==> src/rtl/multicycle_control_unit.sv <==
`default_nettype none
// ============================================================================
//  Module      : multicycle_control_unit
//  Description : FETCH/DECODE/EXEC/MEM/WB sequencer with memory handshakes,
//                bus-timeout trap and illegal-opcode trap.
//  Revision    : 1.0 - initial release
// ============================================================================
module multicycle_control_unit #(
    parameter int ALUOP_W     = 3,
    parameter int MEM_TIMEOUT = 16
) (
    input  logic               clk,
    input  logic               rst_n,
    input  logic [5:0]         opcode,
    input  logic               instr_valid,
    input  logic               mem_ready,
    input  logic               zero,
    output logic               instr_req,
    output logic               ir_write,
    output logic               pc_write,
    output logic               mem_req,
    output logic               mem_we,
    output logic               byteOperations,
    output logic               regDst,
    output logic               ALUsrc,
    output logic               regWrite,
    output logic               move,
    output logic               jump,
    output logic               link,
    output logic [ALUOP_W-1:0] ALUop,
    output logic               illegal,
    output logic               bus_error,
    output logic               busy
);

    localparam int CNT_W = (MEM_TIMEOUT > 1) ? $clog2(MEM_TIMEOUT) : 1;
    localparam logic [CNT_W-1:0] c_limit = CNT_W'(MEM_TIMEOUT - 1);

    localparam logic [5:0] c_op_r    = 6'b000000;
    localparam logic [5:0] c_op_addi = 6'b000010;
    localparam logic [5:0] c_op_subi = 6'b000011;
    localparam logic [5:0] c_op_andi = 6'b000100;
    localparam logic [5:0] c_op_ori  = 6'b000101;
    localparam logic [5:0] c_op_slti = 6'b000111;
    localparam logic [5:0] c_op_lw   = 6'b001000;
    localparam logic [5:0] c_op_lb   = 6'b001001;
    localparam logic [5:0] c_op_sw   = 6'b010000;
    localparam logic [5:0] c_op_sb   = 6'b010001;
    localparam logic [5:0] c_op_beq  = 6'b100011;
    localparam logic [5:0] c_op_bne  = 6'b100111;
    localparam logic [5:0] c_op_move = 6'b100000;
    localparam logic [5:0] c_op_j    = 6'b111000;
    localparam logic [5:0] c_op_jal  = 6'b111001;

    typedef enum logic [2:0] {
        S_RESET  = 3'd0,
        S_FETCH  = 3'd1,
        S_DECODE = 3'd2,
        S_EXEC   = 3'd3,
        S_MEM    = 3'd4,
        S_WB     = 3'd5,
        S_TRAP   = 3'd6
    } state_t;

    function automatic logic f_legal(input logic [5:0] op);
        case (op)
            c_op_r, c_op_addi, c_op_subi, c_op_andi, c_op_ori, c_op_slti,
            c_op_lw, c_op_lb, c_op_sw, c_op_sb, c_op_beq, c_op_bne,
            c_op_move, c_op_j, c_op_jal: f_legal = 1'b1;
            default:                     f_legal = 1'b0;
        endcase
    endfunction

    function automatic logic [2:0] f_alu_op(input logic [5:0] op);
        case (op)
            c_op_r:                         f_alu_op = 3'b111;
            c_op_subi, c_op_beq, c_op_bne:  f_alu_op = 3'b110;
            c_op_slti:                      f_alu_op = 3'b100;
            c_op_ori:                       f_alu_op = 3'b001;
            c_op_andi:                      f_alu_op = 3'b000;
            c_op_addi, c_op_lw, c_op_lb, c_op_sw, c_op_sb,
            c_op_move:                      f_alu_op = 3'b101;
            default:                        f_alu_op = 3'b000;
        endcase
    endfunction

    state_t             r_state;
    logic [5:0]         r_op;
    logic [CNT_W-1:0]   r_wait_cnt;
    logic               r_instr_req, r_pc_write, r_mem_req, r_mem_we, r_byte;
    logic               r_reg_dst, r_alu_src, r_reg_write, r_move, r_jump, r_link;
    logic [ALUOP_W-1:0] r_alu_op;
    logic               r_illegal, r_bus_error, r_busy;

    state_t             w_state_nxt;
    logic [5:0]         w_op_nxt;
    logic               w_timeout;
    logic               w_alu_en;
    logic               w_jump_nxt;
    logic               w_branch_taken;

    always_comb begin
        w_state_nxt = r_state;
        w_op_nxt    = r_op;
        w_timeout   = (MEM_TIMEOUT != 0) && (r_wait_cnt == c_limit);
        case (r_state)
            S_RESET:  w_state_nxt = S_FETCH;
            S_FETCH: begin
                if (instr_valid) begin
                    w_op_nxt    = opcode;
                    w_state_nxt = S_DECODE;
                end else if (w_timeout) begin
                    w_state_nxt = S_TRAP;
                end
            end
            S_DECODE: begin
                if (!f_legal(r_op))      w_state_nxt = S_TRAP;
                else if (r_op == c_op_j) w_state_nxt = S_FETCH;
                else if (r_op == c_op_jal) w_state_nxt = S_WB;
                else                     w_state_nxt = S_EXEC;
            end
            S_EXEC: begin
                if (r_op == c_op_beq || r_op == c_op_bne)
                    w_state_nxt = S_FETCH;
                else if (r_op == c_op_lw || r_op == c_op_lb ||
                         r_op == c_op_sw || r_op == c_op_sb)
                    w_state_nxt = S_MEM;
                else
                    w_state_nxt = S_WB;
            end
            S_MEM: begin
                if (mem_ready)
                    w_state_nxt = (r_op == c_op_sw || r_op == c_op_sb) ? S_FETCH : S_WB;
                else if (w_timeout)
                    w_state_nxt = S_TRAP;
            end
            S_WB:     w_state_nxt = S_FETCH;
            S_TRAP:   w_state_nxt = S_TRAP;
            default:  w_state_nxt = S_RESET;
        endcase
    end

    // Registered strobes are decoded from the upcoming state so they line up with it
    always_comb begin
        w_alu_en   = (w_state_nxt == S_EXEC || w_state_nxt == S_MEM || w_state_nxt == S_WB) &&
                     (w_op_nxt != c_op_jal);
        w_jump_nxt = (w_state_nxt == S_DECODE && w_op_nxt == c_op_j) ||
                     (w_state_nxt == S_WB     && w_op_nxt == c_op_jal);
    end

    always_ff @(posedge clk or negedge rst_n) begin
        if (!rst_n) begin
            r_state     <= S_RESET;
            r_op        <= 6'b000000;
            r_wait_cnt  <= '0;
            r_instr_req <= 1'b0;
            r_pc_write  <= 1'b0;
            r_mem_req   <= 1'b0;
            r_mem_we    <= 1'b0;
            r_byte      <= 1'b0;
            r_reg_dst   <= 1'b0;
            r_alu_src   <= 1'b0;
            r_reg_write <= 1'b0;
            r_move      <= 1'b0;
            r_jump      <= 1'b0;
            r_link      <= 1'b0;
            r_alu_op    <= '0;
            r_illegal   <= 1'b0;
            r_bus_error <= 1'b0;
            r_busy      <= 1'b0;
        end else begin
            r_state <= w_state_nxt;
            r_op    <= w_op_nxt;
            if (w_state_nxt != r_state)
                r_wait_cnt <= '0;
            else if (r_state == S_FETCH || r_state == S_MEM)
                r_wait_cnt <= r_wait_cnt + CNT_W'(1);

            r_instr_req <= (w_state_nxt == S_FETCH);
            r_mem_req   <= (w_state_nxt == S_MEM);
            r_mem_we    <= (w_state_nxt == S_MEM) && (w_op_nxt == c_op_sw || w_op_nxt == c_op_sb);
            r_byte      <= (w_state_nxt == S_MEM) && (w_op_nxt == c_op_lb || w_op_nxt == c_op_sb);
            r_reg_write <= (w_state_nxt == S_WB);
            r_reg_dst   <= (w_state_nxt == S_WB) && (w_op_nxt == c_op_r);
            r_move      <= (w_state_nxt == S_WB) && (w_op_nxt == c_op_move);
            r_link      <= (w_state_nxt == S_WB) && (w_op_nxt == c_op_jal);
            r_jump      <= w_jump_nxt;
            r_pc_write  <= w_jump_nxt;
            r_alu_op    <= w_alu_en ? ALUOP_W'(f_alu_op(w_op_nxt)) : '0;
            r_alu_src   <= w_alu_en && !(w_op_nxt == c_op_r || w_op_nxt == c_op_beq ||
                                         w_op_nxt == c_op_bne);
            r_busy      <= (w_state_nxt != S_RESET) && (w_state_nxt != S_TRAP);
            r_illegal   <= r_illegal || (r_state == S_DECODE && !f_legal(r_op));
            r_bus_error <= r_bus_error ||
                           (w_state_nxt == S_TRAP && (r_state == S_FETCH || r_state == S_MEM));
        end
    end

    // Handshake- and flag-qualified strobes act in the same cycle the input arrives
    assign w_branch_taken = (r_state == S_EXEC) &&
                            ((r_op == c_op_beq && zero) || (r_op == c_op_bne && !zero));

    assign instr_req      = r_instr_req;
    assign ir_write       = (r_state == S_FETCH) && instr_valid;
    assign pc_write       = r_pc_write || w_branch_taken;
    assign mem_req        = r_mem_req;
    assign mem_we         = r_mem_we;
    assign byteOperations = r_byte;
    assign regDst         = r_reg_dst;
    assign ALUsrc         = r_alu_src;
    assign regWrite       = r_reg_write;
    assign move           = r_move;
    assign jump           = r_jump;
    assign link           = r_link;
    assign ALUop          = r_alu_op;
    assign illegal        = r_illegal;
    assign bus_error      = r_bus_error;
    assign busy           = r_busy;

endmodule
`default_nettype wire
==> config.mk <==
export PLATFORM = sky130hd
export DESIGN_NAME = multicycle_control_unit
export DESIGN_NICKNAME = d
export VERILOG_FILES = /design/src/rtl/multicycle_control_unit.sv
export SDC_FILE = /design/constraint.sdc
export NUM_CORES = 1
export LEC_CHECK = 0
export ABC_CLOCK_PERIOD_IN_PS = 3000
export CAP_MARGIN = 20
export CORE_MARGIN = 1.5
export CORE_UTILIZATION = 28
export CTS_CLUSTER_SIZE = 30
export DETAILED_ROUTE_END_ITERATION = 8
export DONT_BUFFER_PORTS = 1
export HOLD_SLACK_MARGIN = 0.05
export PLACE_DENSITY_LB_ADDON = 0.3
export SLEW_MARGIN = 15
export SYNTH_ARGS = -nofsm -noshare
export SYNTH_HDL_FRONTEND = slang
export SYNTH_SLANG_ARGS = --single-unit
==> constraint.sdc <==
create_clock -name clk -period 3 [get_ports clk]
set_clock_uncertainty 0.1 [all_clocks]
set_input_delay 0.6 -clock clk [delete_from_list [all_inputs] [get_ports clk]]
set_output_delay 0.6 -clock clk [all_outputs]
set_load 0.01 [all_outputs]
; ---- Yosys cells after proc, flatten, opt, wreduce, memory -nomap -nowiden
; Memories as Yosys holds them, arrays and structs flattened.
; Cells that the tools add are included.
[classes]
add_sub_neg = 1
n_eq_ne = 32
reduce_logical = 40
mux = 16
[ops]
columns = op, n
row1 = 6-bit equality test (second input constant), 9
row2 = 3-bit 2-to-1 mux, 9
row3 = 6-bit by 5-bit equality test with 1-bit output (second input constant), 4
row4 = 3-bit equality test (second input constant), 6
row5 = 6-bit by 4-bit equality test with 1-bit output (second input constant), 3
row6 = 3-bit case mux with 6 select lines, 1
row7 = 1-bit logical OR, 17
row8 = 1-bit logical AND, 15
row9 = 3-bit by 2-bit equality test with 1-bit output (second input constant), 4
row10 = 6-bit 2-to-1 mux, 2
row11 = 4-bit 2-to-1 mux, 2
row12 = 3-bit by 1-bit equality test with 1-bit output (second input constant), 2
row13 = 6-bit logical NOT, 1
row14 = 6-bit != test (second input constant), 1
row15 = 4-bit by 1-bit adder with 4-bit output (second input constant), 1
row16 = 4-bit equality test (second input constant), 1
row17 = 1-bit logical NOT, 3
row18 = 3-bit logical NOT, 1
row19 = 3-bit != test, 1
row20 = 3-bit != test (second input constant), 1
row21 = 3-bit nonzero test, 1
row22 = 1-bit 2-to-1 mux, 2
row23 = 2-bit nonzero test, 1
row24 = 2-bit OR reduction, 1
[word_totals]
regBits = 29
romBits = 320
input_bits = 11
wordCells = 109
memories = 3
out_inout_bits = 18
[memory_table]
columns = memory, depth, width, read_ports, rd_ports_with_merged_regs, wr, line_no
row1 = (no name shown), 64, 3, 1, 0, 0, 75  ; case (op)
row2 = (no name shown), 64, 1, 1, 0, 0, 66  ; case (op)
row3 = (no name shown), 64, 1, 1, 0, 0, 66

; ---- Logic depth before layout (Yosys ltp)
; Gate-level depths: netlist of run 1.
[logic_depth]
word_depth = 12
depth_mapped = 12
mapped_depth_nobuf = 11

; ---- Worst setup path before layout of run 1
; Ideal clock, no wire load.
[synth_path]
kind = register to register
start = register r_op[1]
end = register r_alu_op[0] (netlist: ALUop[0])
t_required_ps = 2804
synth_period_minus_slack_ps = 2286
arrival_time_ps = 2090
setup_ps = 96
path_buffers = 1
stages_incl_launch_ff = 10
setup_slack_ps = 714
cell_sequence = dfrtp_1 > inv_1 > ha_1 > and2b_1 > o311ai_1 > a41oi_1 > or2_1 > buf_6 > o21a_4 > a311oi_2
[synth_via]
word_cells_on_any_way = 34
cone_classes = eq/ne: 12 / mux: 12 / reduce/logical: 8 / memory: 2
[synth_rtl]
columns = item, line_no
row1 = from (decl), 88  ; logic [5:0] r_op;
row2 = from (signal assigned), 173  ; r_op <= w_op_nxt;
row3 = "parallel branches: the longest is 4 deep, another holds memory 64 x 1 bit", --
row4 = 3-bit case mux with 6 select lines (*), 106  ; case (r_state)
row5 = net w_state_nxt[2], 95  ; state_t w_state_nxt;
row6 = 3-bit by 2-bit equality test with 1-bit output / 3-bit equality test (equally long branches), 145  ; w_alu_en = (w_state_nxt == S_EXEC || w_state_nxt == S_MEM || w_state_nxt == S_WB) &&
row7 = 1-bit logical OR, 145
row8 = 1-bit logical OR (*), 145
row9 = 1-bit logical AND (*), 145
row10 = 3-bit 2-to-1 mux (*), 189  ; r_alu_op <= w_alu_en ? ALUOP_W'(f_alu_op(w_op_nxt)) : '0;
row11 = to (signal assigned), 189
row12 = to (decl), 92  ; logic [ALUOP_W-1:0] r_alu_op;
; Mark *: on every way through the listed nets, which the timed path passes. The select of a mux whose other input is x is not followed.
; A chain may end at the register's enable or synchronous reset.

; ---- Worst setup path in the final report of run 1
[layout_path]
start = register r_state[1]
end = register r_alu_src (netlist: ALUsrc)
[layout_via]
word_cells_on_any_way = 27
cone_classes = eq/ne: 12 / mux: 5 / reduce/logical: 10
[layout_rtl]
columns = item, line_no
row1 = from (decl), 87  ; state_t r_state;
row2 = from (signal assigned), 172  ; r_state <= w_state_nxt;
row3 = 3-bit by 1-bit equality test with 1-bit output (*), 106
row4 = 6-bit 2-to-1 mux (*), 106
row5 = net w_op_nxt[1], 96  ; logic [5:0] w_op_nxt;
row6 = 6-bit equality test / 6-bit logical NOT (equally long branches), 190  ; r_alu_src <= w_alu_en && !(w_op_nxt == c_op_r || w_op_nxt == c_op_beq ||
row7 = 1-bit logical OR (2 in a row), 190
row8 = 1-bit logical NOT, 190
row9 = 1-bit logical AND (*), 190
row10 = to (signal assigned), 190
row11 = to (decl), 91  ; logic r_reg_dst, r_alu_src, r_reg_write, r_move, r_jump, r_link;
; Mark *: on every way through the listed nets, which the timed path passes. The rest lies on a longest branch.

==> results.rst, run 1 <==
.. list-table::
   :header-rows: 1

   * - Metric
     - Value
   * - CP Depth
     - 9
   * - CTS Buf Count
     - 5
   * - # Max-Cap Violations
     - 0
   * - Layout cells sized above 1
     - 15.8%
   * - Synthesized instance count
     - 193
   * - Startpoint of the most critical setup path
     - r_state[1]
   * - Final setup violation count
     - 0
   * - Die extent in y
     - 86.1 um
   * - Area added between synthesis and finish
     - 10.1%
   * - Power density over the cells
     - 394 mW/mm^2
   * - Resize count post-CTS
     - 0
   * - Dpl cells
     - 266
   * - Number of buffers and inverters on the critical path
     - 2
   * - HPWL after detailed placement
     - 3480 um
   * - Final cell count without fillers
     - 276
   * - Routability congestion estimate from global placement
     - 0.806
   * - Worst r2r src
     - r_state[1]
   * - Ranking of synthesized cells by area
     - dfrtp_1 (38%), ha_1 (5.2%), nor2_1 (3.5%), a21oi_1 (2.3%), mux2i_4 (2.3%)
   * - Critical register-to-register path endpoint
     - ALUsrc
   * - Net count, final
     - 214
   * - Predominant post-synthesis flop cell
     - dfrtp_1
   * - Peak per-stage delay on the critical path
     - 550 ps
   * - Fraction of the cycle the final worst path needs
     - 87.4%
   * - Crit path to
     - ALUsrc
   * - Count of clock tree sinks
     - 29
   * - Number of global-route vias before repair
     - 1,494
   * - Kind of cell with the highest combined delay on the critical path
     - simple AND/OR/NAND/NOR gates
   * - Iteration-0 DRC count of the detailed router
     - 72
   * - EDFF count, synth
     - 0
   * - DRC viols
     - 0
   * - Number of antenna-violating nets in the routed design
     - 0
   * - Sum of routed wire length over all layers
     - 4800 um
   * - Number of nets produced by synthesis
     - 212
   * - Kind of path behind the tightest hold check
     - input pin to flip-flop
   * - Global routing usage summed across all routing layers
     - 13.9%
   * - CP startpoint kind
     - flip-flop
   * - Library cells used by synthesis
     - 63
   * - CP Max Fanout
     - 16
   * - Static leakage
     - 0.973 nW
   * - Die outline width
     - 86.1 um
   * - Root buffer selected by CTS
     - clkbuf_8
   * - CTS tree
     - yes
   * - Initial Util
     - 28.8%
   * - Congestion Overflow GR
     - 0
   * - Unrepaired setup endpoints after global routing
     - false
   * - Outcome
     - complete, no violations
   * - Routed len/inst
     - 17.4 um
   * - I/O Buffers
     - 0
   * - Type of element capturing the critical path
     - flip-flop
   * - Latest clock arrival within the worst-skew pair
     - 290 ps
   * - Detailed-router iteration count before antenna repair
     - 4
   * - I/O pin total
     - 29
   * - Yosys reg bits
     - 29
   * - Fmax
     - 0.381 GHz
   * - CP required
     - 3090 ps
   * - Max-slew violations
     - 0
   * - Worst IR drop on VDD
     - 0.000172 V
   * - Die outline area
     - 0.00741 mm^2
   * - Cell taking the most area after synthesis
     - dfrtp_1
   * - Share of synthesized registers carrying an async set or reset
     - 100%
   * - Placement Rows
     - 30
   * - Cell area after synthesis
     - 0.00193 mm^2
   * - Worst r2r path cells
     - 9
   * - Worst-Margin Slew
     - 633 ps
   * - Number of inserted diodes
     - 0
   * - Initial antenna violation count
     - 0
   * - Kind of critical path
     - flip-flop to flip-flop
   * - Fraction of the core area covered by cells at the end of the flow
     - 31.7%
   * - Post-synthesis sequential area ratio
     - 37.5%
   * - Clock Pin Slew Worst Setup and Hold Paths
     - 70 ps
   * - Max-slew headroom at the worst pin
     - 56.6%
   * - Area of the core
     - 0.00672 mm^2
   * - Via density
     - 5.18
   * - Total number of vias
     - 1,429
   * - Critical Path, Cell by Cell
     - nor3b_2 -> nand2_4 -> clkinv_4 -> mux2i_1 -> inv_1 -> ha_1 -> and2_1 -> a21o_1 -> a221oi_2
   * - Final Hold Vio Count
     - 0
   * - Synthesized area per cell
     - 10.0 um^2
   * - H-tree levels
     - 2
   * - Number of buffers between clock root and the deepest sink
     - 2
   * - Maximum number of pins on one net before global-route repair
     - 30
   * - Max stage delay cell, worst path
     - dfrtp_1
   * - Arrival time reported for the critical path endpoint
     - 2710 ps
   * - Final critical path time including I/O delays and setup
     - 2620 ps
   * - Reg2Reg Setup Slack
     - 380 ps
   * - Setup TNS
     - 0 ps
   * - Yosys warnings
     - 0
   * - Wire length of the first global-routing pass
     - 7840 um
   * - Fraction of synthesized cell area taken by the top area cell type
     - 37.5%
==> cell type report <==
cell class                 instances  area [um^2]
fill                             684         4590
clock buffer                       7         86.3
timing repair buffer               4         45.0
clock inverter                     1         30.0
sequential                        29          726
inverter                          13         53.8
tap                               80          100
multi-input combinational        142         1090
==> layout by cell type (no fill, tap or decap), drive strengths merged, types with 3 or more instances in the layout <==
master   n
o21ai    6
a31oi    3
buf      3
or3      4
mux2i    6
nor3     4
nor4     3
nor4b    3
inv     12
o31ai    3
ha       8
a211oi   3
dfrtp   29
nand3    3
nand2   13
xnor2    4
nor2b    3
a21o     3
a21oi    9
clkbuf   7
or2      3
nand2b   8
xor2     3
nor2    18
==> cells in the mapped netlist, drive strengths merged, types with 4 or more instances <==
library cell,count
a21oi,9
buf,7
dfrtp,29
ha,8
inv,12
mux2i,6
nand2,13
nand2b,8
nor2,18
nor3,4
o21ai,6
or3,4
xnor2,4
==> metrics by stage <==
step	area [um^2]	setup WS, ps	hold slack (ps)	total power, mW
floorplan	1930	714	204	0.406
global placement	1980	459	206	0.407
detailed placement	1980	388	206	0.407
CTS	2130	364	413	0.848
global route	2130	123	421	0.869
finish	2130	377	425	0.838
==> what timing repair did <==
action                                 in CTS  in global routing
hold buffers                                2                  0
buffers inserted                            0                  0
endpoints found under the hold margin      29                  0
==> metal layers <==
metal	vias up	routed length (um)	global-route usage (%)
met4	0	70	5.43
met5	-	0	0
met3	6	233	4.62
li1	704	-	-
met2	33	2280	22.0
met1	686	2220	17.5
==> worst min path at each step <==
| stage | cells after the start | slack (ps) | from | endpoint |
|---|---|---|---|---|
| after floorplan | 0 | 200 | rst_n | ALUop[0] |
| after global routing | 2 | 420 | opcode[2] | r_op[2] |
| after CTS | 2 | 410 | opcode[2] | r_op[2] |
| after global placement | 0 | 210 | rst_n | byteOperations |
| after detailed placement | 0 | 210 | rst_n | byteOperations |
| final | 2 | 430 | opcode[2] | r_op[2] |
==> logic make-up (layout without fill, tap and decap cells) <==
logic type,Yosys count,count (layout),synth area share [%]
AND/OR/NAND/NOR,75,75,24.2
AO/OA/AOI/OAI,44,44,17.9
flip-flops,29,29,37.5
buffers and inverters,22,25,6.21
adder cells (fa/ha/maj),8,8,5.18
multiplexers,8,8,5.76
XOR/XNOR,7,7,3.17
==> flip-flops by register name (all words and copies together) (netlist names), 3 cells and up <==
signal      flops
ALUop           3
r_op            6
r_state         3
r_wait_cnt      4
==> worst reg2reg max path, delay by kind of cell, from the launching register on <==
kind | cells | cell delay (ps)
and+or+nand+nor | 3 | 580
DFF | 1 | 550
muxes | 1 | 420
AOI/OAI and AO/OA | 2 | 380
buffers and inverters | 2 | 280
adders and majority gates | 1 | 210
==> where the power goes <==
group | internal [mW] | switching, mW | total, mW
Clock | 0.271 | 0.156 | 0.427
Combinational | 0.00757 | 0.0114 | 0.0190
Sequential | 0.392 | 0.000912 | 0.393
Total | 0.670 | 0.168 | 0.838
Power figures use the tool's default switching activity.
==> inputs of run 2 (changes only) <==
--- a/config.mk
+++ b/config.mk
@@ -6,7 +6,6 @@
 export NUM_CORES = 1
 export LEC_CHECK = 0
 export ABC_CLOCK_PERIOD_IN_PS = 3000
-export CAP_MARGIN = 20
 export CORE_MARGIN = 1.5
 export CORE_UTILIZATION = 28
 export CTS_CLUSTER_SIZE = 30
==> results of run 2 <==
No change in the layout: final DEF, timing and power equal those of run 1.
==> edit: new RTL, flow settings as in run 1 <==
Take the reset off `r_op` and load it in a clocked block of its own.
--- a/src/rtl/multicycle_control_unit.sv
+++ b/src/rtl/multicycle_control_unit.sv
@@ -151,7 +151,6 @@
     always_ff @(posedge clk or negedge rst_n) begin
         if (!rst_n) begin
             r_state     <= S_RESET;
-            r_op        <= 6'b000000;
             r_wait_cnt  <= '0;
             r_instr_req <= 1'b0;
             r_pc_write  <= 1'b0;
@@ -170,7 +169,6 @@
             r_busy      <= 1'b0;
         end else begin
             r_state <= w_state_nxt;
-            r_op    <= w_op_nxt;
             if (w_state_nxt != r_state)
                 r_wait_cnt <= '0;
             else if (r_state == S_FETCH || r_state == S_MEM)
@@ -196,6 +194,10 @@
         end
     end
 
+    always_ff @(posedge clk) begin
+        r_op <= w_op_nxt;
+    end
+
     // Handshake- and flag-qualified strobes act in the same cycle the input arrives
     assign w_branch_taken = (r_state == S_EXEC) &&
                             ((r_op == c_op_beq && zero) || (r_op == c_op_bne && !zero));
Check against the original RTL: same outputs for any inputs over 10 cycles, from zero or initial values and one cycle with rst_n low; that may be too few to reach the edited logic, so the function may still have changed.
==> edit against run 1 <==
- sequential cell count rose by 1
- setup slack gained 0.077 ns
- area after synthesis is 7.0% lower
- wire length down 7.7%
- global-route usage is 0.33 points lower
- cell area fell by 3.6%
- cell count shrank 4.3%
Power is not compared: it rests on default switching activity, and its combinational part moved more than twofold at a synthesized area within 25%.
==> edit: results (changes against run 1) <==
Route
  – Met3 WL: 279 um (was 233 um)
  – WL final: 4.43 mm (was 4.80 mm)
  – Vias/cell: 5.25 (was 5.18)
  – DR WL met2: 2.06 mm (was 2.28 mm)
  – DRT iter0 DRCs: 108 (was 72)

Synth
  – Synthesized netlist net count: 195 (was 212)
  – Synth top area cells: dfrtp_1, dfxtp_1, mux2i_1 (was dfrtp_1, ha_1, nor2_1)
  – Ys async rst share: 76.7% (was 100%)
  – Distinct cells, synth: 56 (was 63)
  – Commonest cells post-synth: dfrtp_1, inv_1, nor2_1, nor3_1, mux2i_1 (was dfrtp_1, nor2_1, nand2_1, inv_1, a21oi_1)

Clocking
  – Clock transition at the registers of the reported paths: 0.07 ns (about the same)

Placement
  – Gpl congestion: 0.792 (was 0.806)
  – Placed wire-length estimate: 3.32 mm (was 3.48 mm)
  – Placed cell areas: 1880 um^2 (was 1980 um^2)

Setup path
  – Worst Path Arrival: 2.64 ns (was 2.71 ns)
  – Critical-path maximum fanout: 17 (was 16)
  – FF-to-FF End: ALUop[0]$_DFF_PN0_ (was ALUsrc$_DFF_PN0_)
  – Worst Reg2Reg Path Length in Cells: 7 (was 9)

Timing
  – Rel. slew slack: 65.5% (was 56.6%)
  – Worst hold margin: 0.405 ns (was 0.425 ns)

Global route
  – Vias in the first global route: 1361 (was 1494)
  – Antenna violations before repair: 0 (unchanged)
  – Total track usage: 13.6% (was 13.9%)

Outcome
  – Status: finished clean (unchanged)

Cells and area
  – Proportion of layout cells with a drive suffix above 1: 16.0% (was 15.8%)

Worst hold path
  – Hold worst-path end: r_op[2]$_DFF_P_ (was r_op[2]$_DFF_PN0_)
-- edit: routing by layer --
metal | track usage [%] | vias to the layer above
li1 | - | 673
met1 | 17.8 | 673
met2 | 20.9 | 34
met3 | 6.16 | 5
met4 | 2.42 | 0
met5 | 0 | -
-- edit: worst max-delay path by stage --
stage	from	end	slack (ns)	depth (start not counted)
6_report	r_state[1]$_DFF_PN0_	ALUop[0]$_DFF_PN0_	0.45	7
5_1_grt	r_state[1]$_DFF_PN0_	ALUop[0]$_DFF_PN0_	0.26	7
4_1_cts	r_state[1]$_DFF_PN0_	ALUop[2]$_DFF_PN0_	0.47	8
3_5_place_dp	instr_valid	ALUop[2]$_DFF_PN0_	0.32	8
3_3_place_gp	instr_valid	ALUop[0]$_DFF_PN0_	0.32	7
2_1_floorplan	instr_valid	ALUop[0]$_DFF_PN0_	0.56	8
-- edit: critical path, cell delays in order, from the launching register on --
cell and delay (ns):
dfrtp_1 0.43, nor4bb_4 0.35, buf_12 0.21, mux2i_1 0.36, ha_1 0.31, nand2_1 0.09
or3_1 0.38, a211oi_1 0.21
-- edit: kinds of logic (layout without fill, tap and decap cells) --
logic type / count (synthesis) / after routing / synth area share [%]
AOI/OAI and AO/OA: 38 / 38 / 16.6
DFF: 30 / 30 / 39.8
xor gates and xnor gates: 6 / 6 / 2.92
buffers and inverters: 21 / 29 / 6.54
muxes: 14 / 14 / 9.12
adders and majority gates: 5 / 5 / 3.48
and+or+nand+nor: 65 / 65 / 21.6
-- edit: cell type report --
cell class | instances | share of cell area, %
Clock buffer | 6 | 4.02
Clock inverter | 2 | 2.93
Inverter | 14 | 2.56
Multi-Input combinational cell | 128 | 47.0
Sequential cell | 30 | 34.9
Tap cell | 77 | 4.70
Timing Repair Buffer | 7 | 3.90
-- edit: metrics by stage --
step / utilization (%) / instances / setup WS [ns]
finish: 32.7 / 264 / 0.454
floorplan: - / 179 / 0.562
global route: 32.7 / 264 / 0.261
detailed placement: 29.9 / 254 / 0.319
global placement: 29.9 / 254 / 0.322
CTS: 32.7 / 264 / 0.467
-- edit: timing repair --
| action | 4_1_cts | 5_1_grt |
|---|---|---|
| resized for setup | 0 | 0 |
| setup buffers | 0 | 0 |
| hold endpoints to repair | 23 | 0 |
| hold buffers | 2 | 0 |
-- edit: where the power goes --
part / leakage [nW] / switching, mW / total, mW / internal (mW)
sequential: 0.361 / 0.165 / 0.692 / 0.528
clock: 0.0714 / 0.158 / 0.513 / 0.354
combinational: 0.406 / 0.626 / 1.05 / 0.428
